$ cat config.mk
export PLATFORM = sky130hd
export DESIGN_NAME = clk_period_monitor_flat
export DESIGN_NICKNAME = d
export VERILOG_FILES = /design/src/rtl/clk_period_monitor_if.sv /design/src/rtl/clk_period_monitor.sv /design/src/flat_wrapper.sv
export SDC_FILE = /design/constraint.sdc
export NUM_CORES = 1
export LEC_CHECK = 0
export CAP_MARGIN = 20
export CORE_MARGIN = 5
export CORE_UTILIZATION = 30
export DETAILED_ROUTE_END_ITERATION = 8
export GPL_TIMING_DRIVEN = 0
export PLACE_DENSITY = 0.6
export SETUP_SLACK_MARGIN = 0.2
export SLEW_MARGIN = 0
export SYNTH_ARGS = -nofsm -noshare
export SYNTH_HDL_FRONTEND = slang
export SYNTH_SLANG_ARGS = --single-unit
$ cat constraint.sdc
create_clock -name clk50M -period 3.4 [get_ports clk50M]
set_input_delay 0.51 -clock clk50M [delete_from_list [all_inputs] [get_ports clk50M]]
set_output_delay 0.51 -clock clk50M [all_outputs]
set_load 0.01 [all_outputs]
$ cat src/rtl/clk_period_monitor_if.sv
// Slow-clock monitor bus: the clock under measurement in, period/duty/loss results out.
// master = monitor side, slave = consumer side.
interface clk_period_monitor_if #(
  parameter int CNT_W = 28
);
  logic             i_clk;
  logic             edge_o;
  logic [CNT_W-1:0] period_o;
  logic             period_valid;
  logic [CNT_W-1:0] high_time_o;
  logic             clk_lost;

  modport master (
    input  i_clk,
    output edge_o, period_o, period_valid, high_time_o, clk_lost
  );

  modport slave (
    output i_clk,
    input  edge_o, period_o, period_valid, high_time_o, clk_lost
  );
endinterface

$ cat src/rtl/clk_period_monitor.sv
// Measures period (and optionally high time) of a slow asynchronous clock in clk50M cycles,
// and flags loss of clock. Optional high-time measurement: define DUTY_MEAS_EN.
module clk_period_monitor #(
  parameter int          CNT_W   = 28,
  parameter int unsigned TIMEOUT = 200_000_000
) (
  input  logic                  clk50M,
  input  logic                  rst,
  clk_period_monitor_if.master  mon
);

  localparam logic [CNT_W-1:0] CNT_MAX = '1;
  localparam logic [63:0]      TO_M1   = 64'(TIMEOUT) - 64'd1;

  function automatic logic [CNT_W-1:0] sat_inc(input logic [CNT_W-1:0] v);
    return (v == CNT_MAX) ? v : v + 1'b1;
  endfunction

  logic [2:0]       sync_q, sync_d;
  logic             edge_q, edge_d;
  logic             pv_q, pv_d;
  logic             armed_q, armed_d;
  logic             lost_q, lost_d;
  logic [CNT_W-1:0] cnt_q, cnt_d;
  logic [CNT_W-1:0] period_q, period_d;
  logic             rise, timeout;

  always_comb begin
    sync_d   = {sync_q[1:0], mon.i_clk};
    rise     = sync_q[1] & ~sync_q[2];
    timeout  = (64'(cnt_q) == TO_M1);
    edge_d   = rise;
    pv_d     = 1'b0;
    period_d = period_q;
    armed_d  = armed_q;
    lost_d   = lost_q;
    cnt_d    = rise ? CNT_W'(1) : sat_inc(cnt_q);
    // A rise always beats a coincident timeout.
    if (rise) begin
      if (lost_q) begin
        lost_d  = 1'b0;
        armed_d = 1'b1;
      end else if (armed_q) begin
        period_d = cnt_q;
        pv_d     = 1'b1;
      end else begin
        armed_d = 1'b1;
      end
    end else if (timeout) begin
      lost_d  = 1'b1;
      armed_d = 1'b0;
    end
  end

  always_ff @(posedge clk50M) begin
    if (rst) begin
      sync_q   <= '0;
      edge_q   <= 1'b0;
      pv_q     <= 1'b0;
      armed_q  <= 1'b0;
      lost_q   <= 1'b0;
      cnt_q    <= '0;
      period_q <= '0;
    end else begin
      sync_q   <= sync_d;
      edge_q   <= edge_d;
      pv_q     <= pv_d;
      armed_q  <= armed_d;
      lost_q   <= lost_d;
      cnt_q    <= cnt_d;
      period_q <= period_d;
    end
  end

`ifdef DUTY_MEAS_EN
  logic [CNT_W-1:0] hcnt_q, hcnt_d;
  logic [CNT_W-1:0] high_q, high_d;
  logic             fall;

  always_comb begin
    fall   = ~sync_q[1] & sync_q[2];
    hcnt_d = hcnt_q;
    high_d = high_q;
    if (rise)           hcnt_d = CNT_W'(1);
    else if (sync_q[2]) hcnt_d = sat_inc(hcnt_q);
    if (fall && armed_q) high_d = hcnt_q;
  end

  always_ff @(posedge clk50M) begin
    if (rst) begin
      hcnt_q <= '0;
      high_q <= '0;
    end else begin
      hcnt_q <= hcnt_d;
      high_q <= high_d;
    end
  end

  assign mon.high_time_o = high_q;
`else
  assign mon.high_time_o = '0;
`endif

  assign mon.edge_o       = edge_q;
  assign mon.period_valid = pv_q;
  assign mon.period_o     = period_q;
  assign mon.clk_lost     = lost_q;

endmodule

$ cat src/flat_wrapper.sv
// flat-port wrapper written by rule: the top's interface ports become plain ports
module clk_period_monitor_flat 
#(
  parameter int          CNT_W   = 28,
  parameter int unsigned TIMEOUT = 200_000_000
)
  (clk50M, rst, mon_i_clk, mon_edge_o, mon_period_o, mon_period_valid, mon_high_time_o, mon_clk_lost);
  clk_period_monitor_if #(.CNT_W(CNT_W)) mon_i ();
  input  logic clk50M;
  input  logic rst;
  input wire logic [$bits(mon_i.i_clk)-1:0] mon_i_clk;
  output wire logic [$bits(mon_i.edge_o)-1:0] mon_edge_o;
  output wire logic [$bits(mon_i.period_o)-1:0] mon_period_o;
  output wire logic [$bits(mon_i.period_valid)-1:0] mon_period_valid;
  output wire logic [$bits(mon_i.high_time_o)-1:0] mon_high_time_o;
  output wire logic [$bits(mon_i.clk_lost)-1:0] mon_clk_lost;
  assign mon_i.i_clk = mon_i_clk;
  assign mon_edge_o = mon_i.edge_o;
  assign mon_period_o = mon_i.period_o;
  assign mon_period_valid = mon_i.period_valid;
  assign mon_high_time_o = mon_i.high_time_o;
  assign mon_clk_lost = mon_i.clk_lost;
  clk_period_monitor #(.CNT_W(CNT_W), .TIMEOUT(TIMEOUT)) u_core (.clk50M(clk50M), .rst(rst), .mon(mon_i));
endmodule
==> results of run 1 <==
worst max path at each step:
stage                            startpoint                       endpoint  slack, ns  cells past startpoint
2_1_floorplan  u_core.cnt_q[0]$_SDFFE_PP0P_  u_core.cnt_q[20]$_SDFFE_PP0P_       1.54                      6
3_3_place_gp                            rst  u_core.cnt_q[20]$_SDFFE_PP0P_       0.62                      6
3_5_place_dp                            rst  u_core.cnt_q[14]$_SDFFE_PP0P_       0.58                      6
4_1_cts                                 rst   u_core.cnt_q[7]$_SDFFE_PP0P_       0.93                      6
5_1_grt                                 rst  u_core.cnt_q[14]$_SDFFE_PP0P_       0.84                      6
6_report                                rst   u_core.cnt_q[7]$_SDFFE_PP0P_       0.99                      6
through the flow:
stage / setup WS [ns] / util (%) / hold slack [ns] / power (mW) / cells
2_1_floorplan: 1.54 / - / 0.414 / 0.830 / 382
3_3_place_gp: 0.624 / 36.7 / 0.419 / 0.844 / 548
3_5_place_dp: 0.576 / 36.7 / 0.424 / 0.845 / 548
4_1_cts: 0.925 / 38.7 / 0.443 / 1.48 / 564
5_1_grt: 0.836 / 38.7 / 0.473 / 1.53 / 564
6_report: 0.995 / 38.7 / 0.438 / 1.47 / 564
critical path, cell delays in order:
cell	delay, ns
clkdlybuf4s50_1	0.48
clkbuf_1	0.32
nand2b_1	0.38
clkbuf_1	0.38
clkbuf_1	0.44
nor2_1	0.11
final cells by class:
type	instances	area [um^2]
fill	1020	5930
inverter	1	3.75
timing repair buffer	33	330
sequential	63	1260
multi-input combinational	268	1500
clock inverter	7	71.3
tap	133	166
buffer	50	297
clock buffer	9	124
kinds of logic after synthesis:
family                   Yosys count
AO/OA/AOI/OAI                     61
adder cells (fa/ha/maj)            1
AND/OR/NAND/NOR                  159
XOR/XNOR                          17
multiplexers                       2
flip-flops                        63
other                              1
buffers and inverters             51
power by group:
| part | total [mW] | switching (mW) | internal (mW) |
|---|---|---|---|
| logic | 0.0817 | 0.0472 | 0.0345 |
| clock network | 0.638 | 0.301 | 0.337 |
| registers | 0.747 | 0.00416 | 0.743 |
sequential cells by signal, indices dropped and copies added (netlist names):
| register | flops |
|---|---|
| u_core.cnt_q | 28 |
| u_core.mon.clk_lost | 1 |
| u_core.sync_q | 3 |
| u_core.mon.period_o | 28 |
| u_core.mon.edge_o | 1 |
| u_core.armed_q | 1 |
| u_core.mon.period_valid | 1 |
per-layer routing:
metal | up-vias | GRT usage, % | wire, um
li1 | 1304 | - | -
met1 | 1124 | 14.2 | 3040
met2 | 53 | 19.4 | 3240
met3 | 6 | 3.35 | 292
met4 | 0 | 5.25 | 98
met5 | - | 0 | 0
synthesized netlist by cell type, drive strengths merged:
| library cell | n |
|---|---|
| and2 | 2 |
| a31o | 2 |
| nor4 | 7 |
| a21boi | 1 |
| a21oi | 43 |
| nand2b | 5 |
| nand2 | 69 |
| nand3 | 12 |
| buf | 33 |
| a211oi | 3 |
| xor2 | 4 |
| ha | 1 |
| a31oi | 3 |
| nand4 | 14 |
| clkbuf | 17 |
| nor2b | 5 |
| inv | 1 |
| and3 | 4 |
| conb | 1 |
| nand3b | 2 |
| nor2 | 26 |
| or3 | 1 |
| xnor2 | 13 |
| mux2i | 2 |
| nor4b | 1 |
| o22ai | 1 |
| or4 | 3 |
| or2 | 2 |
| and4 | 2 |
| o21ai | 2 |
| or4b | 1 |
| nor3 | 3 |
| o211ai | 2 |
| o21a | 2 |
| dfxtp | 63 |
| a41o | 2 |
==> flow_summary_export.csv, run 1 <==
group,metric,value,unit
outcome,outcome,"finished, final reports clean",
routing,route.detailed.drc,0,
timing,timing.setup.tns,0,ns
timing,fmax,0.416,GHz
min_path,hp-class,"reg2reg",
placed_design,port_buffers,33,
layout,num-nets-final,430,
layout,final_layout_size_suffix_gt1_share,14.4,%
global_route,grt_max_degree,13,
timing,layout_min_cycle_time,2.41,ns
timing,hold_violations,0,
logic_synthesis,synth_compound_area_share,12.3,%
logic_synthesis,synth-seq-cells,63,
floorplan,boundaryPins,62,
critical_path,crit_arrival,2.62,ns
critical_path,cp.required,3.62,ns
placed_design,dpl-instance-area,3560,um^2
pwr,peakVddDrop,0.135,mV
floorplan,initial_utilization,30.6,%
critical_path,r2r-end,"u_core.cnt_q[0]$_SDFFE_PP0P_",
critical_path,crit_path_end_kind,"flop",
logic_synthesis,synth_area,2960,um^2
layout,syn_to_final_growth,26.8,%
logic_synthesis,synthSimpleGateAreaFrac,28.6,%
placed_design,gp_congestion,0.861,
clock_network,cts_setup_buffers,0,
clock_network,insertion_delay,0.35,ns
layout,diodes,0,
clock_network,h-tree-depth,3,
global_route,gr-total-overflow,0,
logic_synthesis,yosysUniqueCellTypes,45,
layout,mostFrequentLayoutCells,"nand2_1, dfxtp_1, a21oi_1",
clock_network,cts_tree,"built",
pwr,power-per-cell-area,391,nW/um^2
logic_synthesis,syn_inst,355,
placed_design,hpwl,5000,um
min_path,whs_path_depth,1,
timing,min_period_over_period,70.7,%
timing,rsz0062_at_grt,"false",
global_route,grt_pass1_wl,10900,um
critical_path,critPathKind,"in2reg",
timing,finalSetupViolCount,0,
logic_synthesis,yosysTopAreaCell,"dfxtp_1",
logic_synthesis,synthAdderAreaFrac,0.423,%
routing,via_count,2487,
floorplan,die_h,109,um
floorplan,fp.dieW,109,um
layout,layout_commonest_cell,"nand2_1",
routing,wl_per_cell,11.8,um
routing,routed_via_density,4.41,
routing,wl,6680,um
logic_synthesis,ys_seq_area_share,42.6,%
min_path,hold_end,"u_core.sync_q[1]$_SDFF_PP0_",
global_route,grt_pass1_vias,2261,
critical_path,rrSetupSlack,1.15,ns
logic_synthesis,synthMuxAreaShare,0.677,%
logic_synthesis,synth_top_family_by_area,"simple AND/OR/NAND/NOR gates",
clock_network,cts-resized-gates,0,
logic_synthesis,yosys_warnings,0,
logic_synthesis,avgSynthCellArea,8.34,um^2
pwr,p_leak,1.38,nW
floorplan,coreArea,9680,um^2
floorplan,row_count,36,
logic_synthesis,synth.area.top_cells,"dfxtp_1, nand2_1, a21oi_1, buf_4, xnor2_1",
job,drv_cap,0,
clock_network,clkSinkCount,63,
global_route,grt_usage,11.8,%
clock_network,cts_max_path_buffers,2,
critical_path,rr_worst_depth,6,
logic_synthesis,synth-xor-area-share,5.03,%
timing,drv_slew,0,
clock_network,ctsHoldBuffers,0,
timing,worst_pin_slew,0.631,ns
floorplan,dieArea,11900,um^2
min_path,hold_start,"u_core.sync_q[0]$_SDFF_PP0_",
logic_synthesis,yosysTopAreaCellShare,42.6,%
clock_network,clk_pin_slew,0.07,ns
clock_network,cts_root_buffer,"clkbuf_8",
timing,skew,0.0108,ns
layout,final_area,3750,um^2
routing,drtIter0Drc,103,
routing,ant_nets,0,
critical_path,r2r-start,"u_core.cnt_q[0]$_SDFFE_PP0P_",
critical_path,crit_path_start_kind,"input pin",
timing,maxSlewHeadroom,57.6,%
global_route,grt_antenna_before_repair,0,
clock_network,numCtsBuffers,9,
critical_path,cp_max_fo,10,
routing,first_pass_iters,4,
Note: power is estimated with default switching activity, not from simulation.
==> inputs of run 2 (changes only) <==
==> constraint.sdc (replaced) <==
create_clock -name clk50M -period 2.3 [get_ports clk50M]
set_input_delay 0.345 -clock clk50M [delete_from_list [all_inputs] [get_ports clk50M]]
set_output_delay 0.345 -clock clk50M [all_outputs]
set_load 0.01 [all_outputs]
==> flow_summary_export.csv, run 2 (synthesis gave the netlist of run 1 again) <==
group,metric,value,unit
outcome,outcome,"finished, final reports clean",
min_path,hold_start,"u_core.sync_q[0]$_SDFF_PP0_",
floorplan,row_count,36,
critical_path,slowest_stage,"or3_4",
layout,diodes,0,
pwr,clkPwrFrac,43.4,%
floorplan,die_h,109,um
placed_design,hpwl,5000,um
global_route,met2_usage,19.6,%
global_route,gr-max-usage-layer,"met2",
min_path,hp-class,"reg2reg",
pwr,pwr-share-comb,5.7,%
routing,routed_via_density,4.40,
global_route,grt_antenna_before_repair,0,
timing,rsz0062_at_grt,"true",
layout,num-nets-final,435,
routing,route.detailed.drc,0,
critical_path,critPathKind,"reg2reg",
global_route,gr-total-overflow,0,
critical_path,crit_path_start_kind,"flop",
global_route,grt_pass1_vias,2274,
clock_network,numCtsBuffers,9,
layout,final_cells,569,
timing,drv_slew,0,
routing,wl_per_cell,11.9,um
placed_design,port_buffers,33,
pwr,pwr-share-seq,50.9,%
critical_path,crit_path_end_kind,"flop",
routing,wl,6790,um
routing,ant_nets,0,
placed_design,gp_congestion,0.861,
routing,first_pass_iters,4,
global_route,grt_max_degree,13,
critical_path,cp_cell_sequence,"clkbuf_1 > nand3_1 > or3_4 > a211oi_4 > a31oi_1 > a41o_1",
critical_path,cpPeakStageDelay,0.43,ns
clock_network,cts_max_path_buffers,2,
layout,layout_commonest_cell,"nand2_1",
layout,multi_input_area,1540,um^2
floorplan,initial_utilization,30.6,%
routing,drtIter0Drc,113,
clock_network,h-tree-depth,3,
timing,finalSetupViolCount,0,
timing,hold_violations,0,
layout,fill_cells,1019,
clock_network,cts_root_buffer,"clkbuf_8",
timing,layout_min_cycle_time,2.00,ns
timing,maxSlewHeadroom,61.2,%
pwr,internal_power,1.65,mW
pwr,p_sw_share,24.1,%
layout,regArea,1260,um^2
critical_path,rrSetupSlack,0.30,ns
pwr,p_sw,523,uW
placed_design,dp.cells,548,
clock_network,clkSinkCount,63,
critical_path,cp_max_fo,7,
global_route,grt_use_met1,14.2,%
min_path,hold_end,"u_core.sync_q[1]$_SDFF_PP0_",
clock_network,insertion_delay,0.35,ns
floorplan,fp.dieW,109,um
critical_path,crit_arrival,2.24,ns
clock_network,clk_pin_slew,0.07,ns
clock_network,cts_tree,"built",
timing,min_period_over_period,87.1,%
pwr,peakVddDrop,0.200,mV
min_path,whs_path_depth,1,
global_route,grt_pass1_wl,11000,um
layout,final_layout_size_suffix_gt1_share,17.9,%
floorplan,coreArea,9680,um^2
global_route,use_met3,3.52,%
timing,fmax,0.499,GHz
floorplan,boundaryPins,62,
pwr,p_leak,1.47,nW
critical_path,rr_worst_depth,6,
global_route,grt_usage,11.8,%
timing,fin_ws,0.297,ns
routing,via_count,2506,
placed_design,place_ws,-0.359,ns
floorplan,dieArea,11900,um^2
critical_path,r2r-start,"u_core.cnt_q[8]$_SDFFE_PP0P_",
timing,worst_pin_slew,0.580,ns
pwr,power-per-cell-area,566,nW/um^2
critical_path,r2r-end,"u_core.cnt_q[23]$_SDFFE_PP0P_",
layout,syn_to_final_growth,29.7,%
layout,final_area,3840,um^2
layout,mostFrequentLayoutCells,"nand2_1, dfxtp_1, a21oi_1",
critical_path,cp.required,2.53,ns
job,drv_cap,0,
timing,skew,0.0118,ns
placed_design,dpl-instance-area,3560,um^2
## run 2: cell count changes in the layout (fill, tap and decap cells not counted), sizes merged
| cell | before | now |
|---|---|---|
| buf | 33 | 38 |
## run 2: timing repair
item | 4_1_cts | 5_1_grt
pin swaps | 1 | 3
gates resized for setup | 6 | 13
setup endpoints to repair | 15 | 36
hold buffers | 0 | 0
hold endpoints to repair | 0 | 0
setup buffers | 0 | 5
## run 2: worst max path at each step
stage                                           end                     startpoint  cells after the start  slack (ns)
6_report              u_core.cnt_q[23]$_SDFFE_PP0P_   u_core.cnt_q[8]$_SDFFE_PP0P_                      6        0.30
5_1_grt        u_core.mon.period_o[27]$_SDFFE_PP0P_    u_core.sync_q[2]$_SDFF_PP0_                      6        0.20
4_1_cts               u_core.cnt_q[24]$_SDFFE_PP0P_  u_core.cnt_q[12]$_SDFFE_PP0P_                      6        0.18
3_5_place_dp          u_core.cnt_q[14]$_SDFFE_PP0P_                            rst                      6       -0.36
3_3_place_gp          u_core.cnt_q[20]$_SDFFE_PP0P_                            rst                      6       -0.31
2_1_floorplan         u_core.cnt_q[20]$_SDFFE_PP0P_   u_core.cnt_q[0]$_SDFFE_PP0P_                      6        0.44
## run 2: per-stage QoR
stage / utilization (%) / TNS [ns] / hold WS [ns] / power, mW
2_1_floorplan: - / 0 / 0.414 / 1.23
3_3_place_gp: 36.7 / -3.07 / 0.419 / 1.25
3_5_place_dp: 36.7 / -3.50 / 0.424 / 1.25
4_1_cts: 39.0 / 0 / 0.443 / 2.19
5_1_grt: 39.6 / 0 / 0.473 / 2.27
6_report: 39.6 / 0 / 0.439 / 2.17
## run 2: area by class of cell
| type | count | share of cell area [%] |
|---|---|---|
| clock buffer | 9 | 3.23 |
| clock inverter | 7 | 1.86 |
| sequential | 63 | 32.9 |
| tap | 133 | 4.34 |
| timing repair buffer | 38 | 9.59 |
| inverter | 1 | 0.0978 |
| buffer | 50 | 7.96 |
| multi-input combinational | 268 | 40.0 |
## run 2: critical path: cells and delay by family (launching register included)
family | cells | cell delay, ns
DFF | 1 | 0.31
and+or+nand+nor | 2 | 0.62
buffers and inverters | 1 | 0.28
AOI/OAI and AO/OA | 3 | 0.68
## run 2: power groups by stage
stage                     logic, mW  registers [mW]  clock network [mW]
after detailed placement      0.119            1.13                   0
after CTS                     0.121            1.10               0.967
final                         0.124            1.11               0.944
after global routing          0.139            1.11                1.02
after floorplan              0.0980            1.13                   0
after global placement        0.117            1.13                   0
## run 2: layer usage
metal | wire length [um] | vias up
met5 | 0 | -
met4 | 98 | 0
met3 | 313 | 7
met2 | 3300 | 46
met1 | 3080 | 1143
li1 | - | 1310
